File: src/rtl/epc_pkg.sv
// epc_pkg: shared types and constants for the EPC-style peripheral bus master.
// Contents:
//   epc_state_e      - initiator phase encoding IDLE/SETUP/STROBE/HOLD
//   *_ADDR           - peripheral map addresses for the LCD controller and uart
//   epc_max          - integer maximum, used to size the phase counter
package epc_pkg;

    typedef enum logic [1:0] {
        IDLE   = 2'd0,
        SETUP  = 2'd1,
        STROBE = 2'd2,
        HOLD   = 2'd3
    } epc_state_e;

    localparam int LCD_DATA_ADDR    = 'h00;
    localparam int LCD_CONTROL_ADDR = 'h04;
    localparam int UART_DATA_ADDR   = 'h08;
    localparam int UART_STATUS_ADDR = 'h0C;

    function automatic int epc_max(input int a, input int b);
        return (a > b) ? a : b;
    endfunction

endpackage

File: src/rtl/epc_phase_counter.sv
// epc_phase_counter: loadable saturating up-counter with terminal-count compare.
// Ports:
//   clk, rst   - clock, synchronous active-high reset (clears count to 0)
//   i_load     - restart the count at 1 (has priority over i_en)
//   i_en       - increment by one, holding at all-ones instead of wrapping
//   i_term     - terminal value to compare against
//   o_count    - current count
//   o_tc       - high when o_count equals i_term
module epc_phase_counter #(
    parameter int W = 4
) (
    input  logic         clk,
    input  logic         rst,
    input  logic         i_load,
    input  logic         i_en,
    input  logic [W-1:0] i_term,
    output logic [W-1:0] o_count,
    output logic         o_tc
);

    logic [W-1:0] r_count;

    always_ff @(posedge clk) begin
        if (rst)
            r_count <= '0;
        else if (i_load)
            r_count <= W'(1);
        else if (i_en && r_count != '1)
            r_count <= r_count + W'(1);
    end

    assign o_count = r_count;
    assign o_tc    = (r_count == i_term);

endmodule

File: src/rtl/epc_initiator.sv
// epc_initiator: single-transaction master driving the EPC nCS/Addr/nRD/nWR/RDY bus.
// Ports:
//   clk, rst                    - clock, synchronous active-high reset
//   req_valid/req_ready         - request handshake; ready only while IDLE
//   req_we/req_addr/req_wdata   - request direction, address and write data
//   rsp_valid/rsp_rdata/rsp_err - one-cycle completion with read data and timeout flag
//   nCS/Addr/nRD/nWR/DataOut    - registered bus outputs
//   DataIn/RDY                  - bus read data and peripheral ready
// Build option: EPC_INITIATOR_TIMEOUT_EN compiles in the strobe timeout abort;
// without it the strobe waits for RDY indefinitely and rsp_err stays 0.
module epc_initiator #(
    parameter int ADDR_W      = 6,
    parameter int DATA_W      = 8,
    parameter int SETUP_CYC   = 2,
    parameter int STROBE_MIN  = 2,
    parameter int HOLD_CYC    = 2,
    parameter int TIMEOUT_CYC = 1024
) (
    input  logic              clk,
    input  logic              rst,
    input  logic              req_valid,
    output logic              req_ready,
    input  logic              req_we,
    input  logic [ADDR_W-1:0] req_addr,
    input  logic [DATA_W-1:0] req_wdata,
    output logic              rsp_valid,
    output logic [DATA_W-1:0] rsp_rdata,
    output logic              rsp_err,
    output logic              nCS,
    output logic [ADDR_W-1:0] Addr,
    output logic              nRD,
    output logic              nWR,
    output logic [DATA_W-1:0] DataOut,
    input  logic [DATA_W-1:0] DataIn,
    input  logic              RDY
);

    import epc_pkg::*;

    localparam int CNT_W = $clog2(epc_max(epc_max(SETUP_CYC, HOLD_CYC),
                                          epc_max(STROBE_MIN, TIMEOUT_CYC)) + 1);
    localparam logic [CNT_W-1:0] SETUP_T   = CNT_W'(SETUP_CYC);
    localparam logic [CNT_W-1:0] STROBE_T  = CNT_W'(STROBE_MIN);
    localparam logic [CNT_W-1:0] HOLD_T    = CNT_W'(HOLD_CYC);
    localparam logic [CNT_W-1:0] TIMEOUT_T = CNT_W'(TIMEOUT_CYC);

    epc_state_e        r_state, w_nxt_state;
    logic              r_we, r_ncs, r_nrd, r_nwr, r_err;
    logic              r_rsp_valid, r_rsp_err;
    logic [ADDR_W-1:0] r_addr;
    logic [DATA_W-1:0] r_dout, r_rd, r_rsp_rdata;
    logic              w_load, w_en, w_tc, w_done, w_timeout;
    logic [CNT_W-1:0]  w_term, w_count;

    // One counter serves all three phases; the terminal value follows the phase,
    // and in STROBE it is the timeout limit.
    assign w_term = (r_state == STROBE) ? TIMEOUT_T :
                    (r_state == HOLD)   ? HOLD_T    : SETUP_T;
    assign w_en   = (r_state != IDLE);
    assign w_done = (r_state == STROBE) && (w_count >= STROBE_T) && RDY;
`ifdef EPC_INITIATOR_TIMEOUT_EN
    assign w_timeout = (r_state == STROBE) && w_tc && !w_done;
`else
    assign w_timeout = 1'b0;
`endif

    epc_phase_counter #(.W(CNT_W)) u_cnt (
        .clk     (clk),
        .rst     (rst),
        .i_load  (w_load),
        .i_en    (w_en),
        .i_term  (w_term),
        .o_count (w_count),
        .o_tc    (w_tc)
    );

    always_ff @(posedge clk) begin
        if (rst)
            r_state <= IDLE;
        else
            r_state <= w_nxt_state;
    end

    always_comb begin
        w_nxt_state = r_state;
        w_load      = 1'b0;
        case (r_state)
            IDLE: begin
                w_nxt_state = req_valid ? SETUP : IDLE;
                w_load      = req_valid;
            end
            SETUP: begin
                w_nxt_state = w_tc ? STROBE : SETUP;
                w_load      = w_tc;
            end
            STROBE: begin
                w_nxt_state = (w_done || w_timeout) ? HOLD : STROBE;
                w_load      = w_done || w_timeout;
            end
            HOLD: begin
                w_nxt_state = w_tc ? IDLE : HOLD;
            end
            default: w_nxt_state = IDLE;
        endcase
    end

    always_ff @(posedge clk) begin
        if (rst) begin
            r_we        <= 1'b0;
            r_ncs       <= 1'b1;
            r_nrd       <= 1'b1;
            r_nwr       <= 1'b1;
            r_err       <= 1'b0;
            r_addr      <= '0;
            r_dout      <= '0;
            r_rd        <= '0;
            r_rsp_valid <= 1'b0;
            r_rsp_rdata <= '0;
            r_rsp_err   <= 1'b0;
        end else begin
            r_rsp_valid <= 1'b0;
            if (r_state == IDLE && req_valid) begin
                r_ncs  <= 1'b0;
                r_we   <= req_we;
                r_addr <= req_addr;
                r_err  <= 1'b0;
                if (req_we)
                    r_dout <= req_wdata;
            end
            if (r_state == SETUP && w_tc) begin
                r_nwr <= !r_we;
                r_nrd <= r_we;
            end
            // Writes and aborted reads report zero data.
            if (w_done || w_timeout) begin
                r_nwr <= 1'b1;
                r_nrd <= 1'b1;
                r_err <= w_timeout;
                r_rd  <= (w_done && !r_we) ? DataIn : '0;
            end
            if (r_state == HOLD && w_tc) begin
                r_ncs       <= 1'b1;
                r_rsp_valid <= 1'b1;
                r_rsp_rdata <= r_rd;
                r_rsp_err   <= r_err;
            end
        end
    end

    assign req_ready = (r_state == IDLE);
    assign rsp_valid = r_rsp_valid;
    assign rsp_rdata = r_rsp_rdata;
    assign rsp_err   = r_rsp_err;
    assign nCS       = r_ncs;
    assign Addr      = r_addr;
    assign nRD       = r_nrd;
    assign nWR       = r_nwr;
    assign DataOut   = r_dout;

endmodule

File: config.mk
export PLATFORM = sky130hd
export DESIGN_NAME = epc_initiator
export DESIGN_NICKNAME = d
export VERILOG_FILES = /design/src/rtl/epc_pkg.sv /design/src/rtl/epc_phase_counter.sv /design/src/rtl/epc_initiator.sv
export SDC_FILE = /design/constraint.sdc
export NUM_CORES = 1
export LEC_CHECK = 0
export CAP_MARGIN = 20
export CORE_ASPECT_RATIO = 1.4
export CORE_MARGIN = 10
export CORE_UTILIZATION = 44
export DETAILED_ROUTE_END_ITERATION = 8
export GPL_ROUTABILITY_DRIVEN = 0
export HOLD_SLACK_MARGIN = 0.15
export PLACE_DENSITY = 0.87
export SKIP_LAST_GASP = 1
export SLEW_MARGIN = 40
export SYNTH_ARGS = -nofsm -noshare
export SYNTH_HDL_FRONTEND = slang
export SYNTH_SLANG_ARGS = --single-unit
File: constraint.sdc
create_clock -name clk -period 2 [get_ports clk]
set_clock_uncertainty 0.15 [all_clocks]
set_input_delay 0.4 -clock clk [delete_from_list [all_inputs] [get_ports clk]]
set_output_delay 0.4 -clock clk [all_outputs]
set_load 0.01 [all_outputs]
==> results of run 1 <==
## synth_stat cells, types with 2 or more instances
master | n | area, µm²
sky130_fd_sc_hd__o31ai_1 | 11 | 82.6
sky130_fd_sc_hd__and2_1 | 2 | 12.5
sky130_fd_sc_hd__buf_6 | 2 | 22.5
sky130_fd_sc_hd__nand4_1 | 9 | 56.3
sky130_fd_sc_hd__clkbuf_1 | 8 | 30.0
sky130_fd_sc_hd__o21ai_0 | 5 | 25.0
sky130_fd_sc_hd__nand3_1 | 5 | 25.0
sky130_fd_sc_hd__a22o_1 | 8 | 70.1
sky130_fd_sc_hd__nand2_1 | 37 | 139
sky130_fd_sc_hd__nor4_2 | 8 | 100
sky130_fd_sc_hd__ha_1 | 2 | 25.0
sky130_fd_sc_hd__nand3b_1 | 2 | 15.0
sky130_fd_sc_hd__dfxtp_1 | 48 | 961
sky130_fd_sc_hd__inv_1 | 4 | 15.0
sky130_fd_sc_hd__a2111oi_2 | 3 | 45.0
sky130_fd_sc_hd__xnor2_1 | 2 | 17.5
sky130_fd_sc_hd__or3_1 | 4 | 25.0
sky130_fd_sc_hd__nor3_1 | 6 | 30.0
sky130_fd_sc_hd__xor2_1 | 2 | 17.5
sky130_fd_sc_hd__buf_2 | 3 | 15.0
sky130_fd_sc_hd__a21oi_1 | 27 | 135
sky130_fd_sc_hd__nor2_1 | 4 | 15.0
sky130_fd_sc_hd__buf_4 | 2 | 15.0
sky130_fd_sc_hd__a31oi_1 | 3 | 18.8
sky130_fd_sc_hd__mux2i_1 | 3 | 30.0
## cells by family after synthesis
family	Yosys count
adders and majority gates	2
buffers and inverters	20
muxes	3
DFF	48
xor gates and xnor gates	4
other	1
and+or+nand+nor	88
AOI/OAI and AO/OA	67
## per-layer routing
layer	track usage (%)	wire length [µm]	up-vias	share of wire, %
li1	-	-	1010	-
met1	14.1	2290	996	38
met2	25.5	3240	56	54
met3	4.93	338	13	5.6
met4	5.93	127	0	2.1
met5	0	0	-	0
## metrics by stage
| step | cells | utilization [%] | total power, mW | setup WS (ps) | TNS (ps) |
|---|---|---|---|---|---|
| floorplan | 233 | - | 1.15 | 29.8 | 0 |
| global placement | 362 | 61.1 | 1.29 | -13.0 | -85.3 |
| detailed placement | 362 | 61.1 | 1.30 | -59.1 | -488 |
| CTS | 370 | 63.4 | 1.99 | 32.4 | 0 |
| global route | 370 | 65.6 | 2.08 | -48.1 | -62.6 |
| finish | 370 | 65.6 | 2.00 | 20.5 | 0 |
## flip-flops by register name (all words and copies together) (netlist names)
register and cells:
u_cnt.o_count 11, nRD 1, rsp_rdata 8, Addr 6
r_we 1, rsp_valid 1, nWR 1, DataOut 8
nCS 1, r_rd 8, r_state 2
## area by class of cell
type	count	area share, %
multi-input cells	165	38.6
flip-flops and latches	48	30.5
repair buffers	81	24.4
well taps	64	2.52
clock buffers	5	2.17
clock inverters	3	1.34
inverters	4	0.473
## critical path, cell delays in order, from the launching register on
cell                        delay (ps)
sky130_fd_sc_hd__dfxtp_2           380
sky130_fd_sc_hd__ha_2              200
sky130_fd_sc_hd__nor3_4            190
sky130_fd_sc_hd__a31oi_1           100
sky130_fd_sc_hd__buf_4             170
sky130_fd_sc_hd__or2_4             240
sky130_fd_sc_hd__buf_8             140
sky130_fd_sc_hd__a2111oi_2         290
## worst max-delay path by stage
| stage | from | endpoint | slack [ps] | cells past startpoint |
|---|---|---|---|---|
| after floorplan | u_cnt.o_count[0] | u_cnt.o_count[5] | 30 | 7 |
| after global routing | u_cnt.o_count[0] | u_cnt.o_count[6] | -50 | 8 |
| after detailed placement | req_valid | DataOut[1] | -60 | 6 |
| after CTS | u_cnt.o_count[4] | u_cnt.o_count[4] | 30 | 6 |
| final | u_cnt.o_count[1] | u_cnt.o_count[6] | 20 | 7 |
| after global placement | req_valid | DataOut[0] | -10 | 6 |
## where the power goes
group | internal, mW | total, mW | switching (mW)
clock | 0.370 | 0.699 | 0.329
sequential | 0.982 | 1.00 | 0.0208
combinational | 0.155 | 0.298 | 0.143
## repair_timing
item	CTS	global route
setup endpoints to repair	1	19
gates cloned	0	0
gates resized for setup	2	20
pin swaps	0	3
buffers inserted	0	0
==> results.md, run 1 <==
Place:
- The port buffer count is 53.
- The wire-length estimate of the detail-placed layout is 4.42 mm.
- The area after detailed placement is 2960 µm².

Power and ir drop:
- The maximum vdd drop is 0.677 mV.
- For this design the ratio of total power to cell area is 630 nW/µm².
- The standby leakage power is 1.08 nW.

CTS:
- Clock latency on the worst-skew pair, taken at its later pin, is 300 ps.
- The maximum clock path buffer count is 2.
- The number of buffers inserted for hold repair after clock tree synthesis is 0.
- The H-tree depth is 2.
- The root buffer cell is sky130_fd_sc_hd__clkbuf_8.
- Clock tree synthesis found a total of 48 sinks.
- Clock tree synthesis inserted a total of 5 buffers.
- The clock-pin slew of the registers on the worst-case setup and hold paths is 100 ps.
- The clock tree from TritonCTS is yes.

Timing:
- The minimum clock period after layout is 1980 ps.
- The fmax is 0.505 GHz.
- In the finished design, the share of the clock period the worst path needs comes to 99.0%.
- The final setup violation count is 0.
- The max-slew violation count is 0.
- The number of hold violations in the final report was 0.
- The final worst hold slack is 310 ps.
- Setup repair after global routing could not meet its margin everywhere.

Flow run:
- The max-capacitance violation count is 0.

Cells and area:
- Cells with a size suffix above 1 make up 20.9% of the layout.
- Summing all non-filler instances in the final layout gives an area of 3170 µm².
- The net total in the final layout is 334.
- The library cells used most frequently in the layout, excluding fill and tap cells, are 52 x sky130_fd_sc_hd__clkdlybuf4s50_1, 43 x sky130_fd_sc_hd__dfxtp_1, 37 x sky130_fd_sc_hd__nand2_1.
- The repair_antennas step left the layout with diodes totalling 0.
- Counting the fill cells in the layout gives 347.
- Registers take 967 µm².
- The multi-input logic area is 1220 µm².
- Leaving out fill and tap cells, the most frequent cell in the layout is sky130_fd_sc_hd__clkdlybuf4s50_1.
- Relative to the synthesized area, the layout overhead comes to 44.4%.

Route:
- The detail route stage leaves a number of antenna-violating nets equal to 0.
- The initial DRC count is 69.
- After detailed routing, the number of remaining DRC violations is 0.
- The final layout contains routed wiring with a total length of 6.00 mm.
- After detailed routing, the number of vias per cell comes to 5.61.
- The routed layout has 2075 vias.
- The first detailed-routing pass took 4 iterations.
- In the final routed layout, each cell accounts on average for 16.2 µm.

Yosys:
- The mapped netlist covers 2200 µm².
- The synthesized netlist net count is 262.
- The share of flip-flops with an asynchronous set or reset is 0%.
- Summing the areas of all fa, ha and maj instances in the mapped netlist gives 1.14% of the synthesized area.
- Summing the areas of all xor and xnor instances in the mapped netlist gives 1.59% of the synthesized area.
- Yosys printed 0 warnings.
- The prevailing post-synth register cell is sky130_fd_sc_hd__dfxtp_1.
- The number of distinct library cell variants in the gate-level netlist after synthesis is 48.
- In this run the mean area of a mapped cell was 9.44 µm².
- The number of enable flip-flop cells after synthesis is 0.
- The dominant combinational cell family by area after synthesis is simple AND/OR/NAND/NOR gates.
- The synthesized instance count is 233.
- The multiplexer share of the synthesized area is 1.37%.
- Synthesis inferred 48 register bits.
- The share of synthesized area occupied by flip-flops and latches is 43.7%.
- Of the total synthesized cell area, the portion taken by AND, OR, NAND and NOR gates is 24.5%.
- Summing the areas of all compound-gate instances in the mapped netlist gives 22.9% of the synthesized area.

Hold path:
- The launch point of the worst hold path is DataOut[4].
- The number of instances on the worst hold path is 2.
- The path class of the tightest hold or removal check is reg -> reg.
- The sink of the worst hold path is DataOut[4].

Floorplanning:
- The top-level I/O count is 55.
- The effective utilization at floorplan is 45.4%.
- The floorplan die area is 8260 µm².
- In this run the core area contains 30 standard-cell rows.
- The area of the core region is 4840 µm².
- In this run the horizontal extent of the chip is 79.7 µm.
- The die height is 104 µm.

GRT:
- The wire length of the first global-routing pass is 9.69 mm.
- The initial antenna violation count is 0.
- The via count of the first global-routing pass is 2112.
- The overall routing resource usage is 14.2%.
- Entering global routing, the biggest net connects 40 pins.
- The total congestion overflow after global routing is 0.

Critical path:
- STA classifies the critical path endpoint as a register.
- Measured in cells, the most critical reg-to-reg path has a length of 7.
- The endpoint identified for the worst register-to-register timing path is u_cnt.o_count[6].
- The startpoint identified for the worst register-to-register timing path is u_cnt.o_count[1].
- Setup slack on the worst reg-to-reg path comes out at 20 ps.
- The worst setup path is of the reg -> reg kind.
- Along the worst path, the maximum fanout reaches 6.
- For the worst setup path, the data required time is 2050 ps.
- STA classifies the critical path startpoint as a register.
- The endpoint arrival time on the critical path is 2030 ps.

Status:
- The flow ran to the end, and the final reports show no timing, DRC or antenna violations.
Note: power is estimated with default switching activity, not from simulation.
==> run 2, diff against run 1 <==
--- a/config.mk
+++ b/config.mk
@@ -8,13 +8,15 @@
 export CAP_MARGIN = 20
 export CORE_ASPECT_RATIO = 1.4
 export CORE_MARGIN = 10
-export CORE_UTILIZATION = 44
+export CORE_UTILIZATION = 43
 export DETAILED_ROUTE_END_ITERATION = 8
 export GPL_ROUTABILITY_DRIVEN = 0
 export HOLD_SLACK_MARGIN = 0.15
-export PLACE_DENSITY = 0.87
+export PLACE_DENSITY = 0.86
+export SETUP_SLACK_MARGIN = 0.3
 export SKIP_LAST_GASP = 1
 export SLEW_MARGIN = 40
 export SYNTH_ARGS = -nofsm -noshare
 export SYNTH_HDL_FRONTEND = slang
+export SYNTH_HIERARCHICAL = 1
 export SYNTH_SLANG_ARGS = --single-unit
==> run 2 against run 1 <==
Compared with the run above:
- first-iteration DRC count grew 52%
- the run now ends with negative setup slack left
- sequential power is essentially flat
- maximum frequency shrank 2.4%
- critical path depth grew 4
==> results.md, run 2 <==
GRT:
- The met2 usage is 26.0%.
- The wire length of the first global-routing pass is 8.99 mm.
- Global routing consumed, over all layers together, 13.8% of the routing resources.
- Global routing used 4.04% of the available met3 tracks.
- Global routing finished with a remaining overflow of 0.
- The met1 track utilization from global routing is 13.6%.
- The pin count of the biggest net entering global routing is 17.
- The initial antenna violation count is 0.
- The via count of the first global-routing pass was 1934.
- The global routing stage identified its most utilized layer as met2.

Timing:
- The max-slew violation count is 0.
- The minimum clock period after layout is 2030 ps.
- Setup repair after global routing could not meet its margin everywhere.
- The number of hold violations in the final report was 0.
- The ratio of final minimum period to clock period is 101%.
- The fmax is 0.493 GHz.
- For the final routed database, the setup TNS stands at -69.5 ps.
- Across all setup checks in the final design, the least slack found is -27.8 ps.
- Setup violations remaining at the end of the flow were counted as 7.

Critical path:
- The slowest cell on the critical path is sky130_fd_sc_hd__dfxtp_2.
- For the worst setup path, the data arrival time is 2070 ps.
- The data required time of the worst path is 2040 ps.
- The signal on the critical path passes through nor2b_4, inv_2, xnor2_1, nand3_1, nor3_2, nand2_2, nor2_4, nor2_2, nand2_2, or2_4, o41ai_2.
- The critical path startpoint category is a register.
- The largest driver fanout on the critical path is 8.
- The largest stage delay on the critical path is 340 ps.
- The critical path start-end classification is reg -> reg.
- Among the stages of the critical path, the cell type that occurs most often is sky130_fd_sc_hd__nand2_2.
- The worst setup path is captured at a register.

Cells and area:
- The net total in the final layout is 344.
- From synthesis to final layout, the design area changed by 42.9%.
- The number of standard cells in the final layout excluding fillers is 379.
- The count of fill cells added during filler insertion is 393.
- The top cell types in the final layout, fill and taps aside, are 47 x sky130_fd_sc_hd__dfxtp_1, 47 x sky130_fd_sc_hd__nand2_1, 29 x sky130_fd_sc_hd__a21oi_1.
- Registers take 962 µm².
- The multi-input logic area is 1110 µm².
- The number of antenna diodes is 0.
- The register with the most flip-flops in the layout has 11 of them.
- Of the cells placed in the final design, the portion with a size suffix greater than 1 is 19.9%.

Yosys:
- By area the synthesized netlist is led by sky130_fd_sc_hd__dfxtp_1 47%, sky130_fd_sc_hd__nand2_1 9.7%, sky130_fd_sc_hd__a21oi_1 7.3%.
- The warning count from the yosys run is 6.
- The share of flip-flops with an asynchronous set or reset is 0%.
- The most repeated cell in the gate-level netlist after synthesis is sky130_fd_sc_hd__nand2_1.
- A synthesized cell averages 8.61 µm².
- The largest total area in the synthesized netlist belongs to sky130_fd_sc_hd__dfxtp_1.
- Of the post-synthesis cell area, the dominant cell type holds 46.7%.
- The most used flip-flop cell after synthesis is sky130_fd_sc_hd__dfxtp_1.
- By count the netlist is led by 53 x sky130_fd_sc_hd__nand2_1, 48 x sky130_fd_sc_hd__dfxtp_1, 30 x sky130_fd_sc_hd__a21oi_1.
- The number of enable flip-flop cells after synthesis is 0.
- For this run, the register share of the synthesized area comes to 46.7%.
- In this run, distinct cell masters in the synthesized netlist total 41.
- Counting flops and latches in the post-synthesis netlist gives 48.
- The synthesized netlist occupies a cell area of 2060 µm².
- The synthesized instance count is 239.

Status:
- The final reports fail on negative setup slack.
- The run finished, with violations left.

Floorplanning:
- The initialized floorplan defines 29 standard-cell rows.
- The width of the die is 78.5 µm.
- The area of the core region is 4570 µm².
- Pin placement for this block handled 55 I/O pins.
- The die covers 7990 µm².
- The effective utilization at floorplan is 45.0%.
- The die height is 102 µm.

CTS:
- The number of clock buffers inserted by TritonCTS is 5.
- The clock tree synthesis step divided the H-tree into 2 levels.
- TritonCTS built the clock tree.
- The number of buffers inserted for hold repair after clock tree synthesis is 0.
- The CTS sink count is 48.
- The root buffer cell is sky130_fd_sc_hd__clkbuf_8.
- The clock-pin slew of the registers on the worst-case setup and hold paths is 90 ps.
- The clock latency reported for the late side of the worst-skew pair is 310 ps.
- The maximum clock path buffer count is 2.

Route:
- The post-detailed-routing wire length is 5.65 mm.
- Across all layers, the routed design uses 1944 vias.
- In the routed layout, each cell is associated on average with a via count of 5.13.
- The length of the first detailed-routing pass in iterations is 4.
- The post-detailed-route count of antenna-violating nets is 0.
- For this run, design rule violations remaining after detail routing come to 0.
- The initial DRC count is 105.
- After detailed routing, the average wire length per cell comes to 14.9 µm.

Place:
- The HPWL after detailed placement is 4.17 mm.
- The port buffer count is 53.
- Counting tap cells, the placed design contains a total of 364 instances.

Power and ir drop:
- VDD sags by at most 0.295 mV.
- In this run the static leakage power is 1.18 nW.
- For this design the ratio of total power to cell area is 654 nW/µm².

Flow run:
- The tool flagged a number of max-cap violations equal to 0.

Hold path:
- In this run the worst hold path is classified as reg -> reg.
-- run 2: metrics by stage --
| step | cell area (µm²) | util, % | hold WS (ps) | total power [mW] | setup WS, ps |
|---|---|---|---|---|---|
| after global routing | 2940 | 64.3 | 329 | 2.00 | -96.2 |
| after floorplan | 2130 | - | 282 | 1.13 | -11.9 |
| after detailed placement | 2730 | 59.7 | 296 | 1.24 | -34.9 |
| after CTS | 2860 | 62.6 | 307 | 1.93 | 39.2 |
| final | 2940 | 64.3 | 305 | 1.92 | -27.8 |
| after global placement | 2730 | 59.7 | 286 | 1.24 | 34.2 |
-- run 2: kinds of logic (layout without fill, tap and decap cells) --
family	after synthesis	count (layout)	synth area share [%]
other	1	10	0.182
buffers and inverters	18	87	5.41
AND/OR/NAND/NOR	102	102	24.1
flip-flops	48	48	46.7
AO/OA/AOI/OAI	56	56	17.5
XOR/XNOR	13	13	5.53
adder cells (fa/ha/maj)	1	1	0.608
-- run 2: where the power goes --
part	internal, mW	switching [mW]	total, mW	leakage (nW)
Sequential	0.978	0.0173	0.995	0.390
Combinational	0.117	0.115	0.232	0.732
Clock	0.370	0.328	0.698	0.0541
Total	1.46	0.461	1.92	1.18
-- run 2: per-layer routing --
layer  share of wire (%)  up-vias
met5                   0        -
met2                  54       47
met3                 5.1       11
li1                    -      968
met4                 2.3        0
met1                  39      918
-- run 2: path summary, 6_finish.rpt --
| kind | startpoint | end | slack (ps) | depth (start not counted) |
|---|---|---|---|---|
| max | r_state[1] | u_cnt/o_count[2] | -30 | 11 |
| min | r_rd[6] | rsp_rdata[6] | 310 | 2 |
| max reg2reg | r_state[1] | u_cnt/o_count[2] | -30 | 11 |
| min reg2reg | r_rd[6] | rsp_rdata[6] | 310 | 2 |
-- run 2: layout make-up --
cell class / count / share of cell area [%]
sequential: 48 / 32.7
timing repair buffer: 74 / 22.5
inverter: 5 / 0.638
clock inverter: 3 / 1.45
clock buffer: 5 / 2.34
multi-input combinational: 182 / 37.7
tap: 62 / 2.64
-- run 2: repair_timing --
action	in CTS	in global routing
gates resized for setup	42	12
pin swaps	8	9
gates cloned	0	0
endpoints found under the setup margin	59	34
buffers inserted	2	5
-- run 2: critical path, delay by kind of cell (launching register included) --
kind	cells	cell delay [ps]
AO/OA/AOI/OAI	1	70
XOR/XNOR	1	140
buffers and inverters	1	50
flip-flops	1	340
AND/OR/NAND/NOR	8	1160
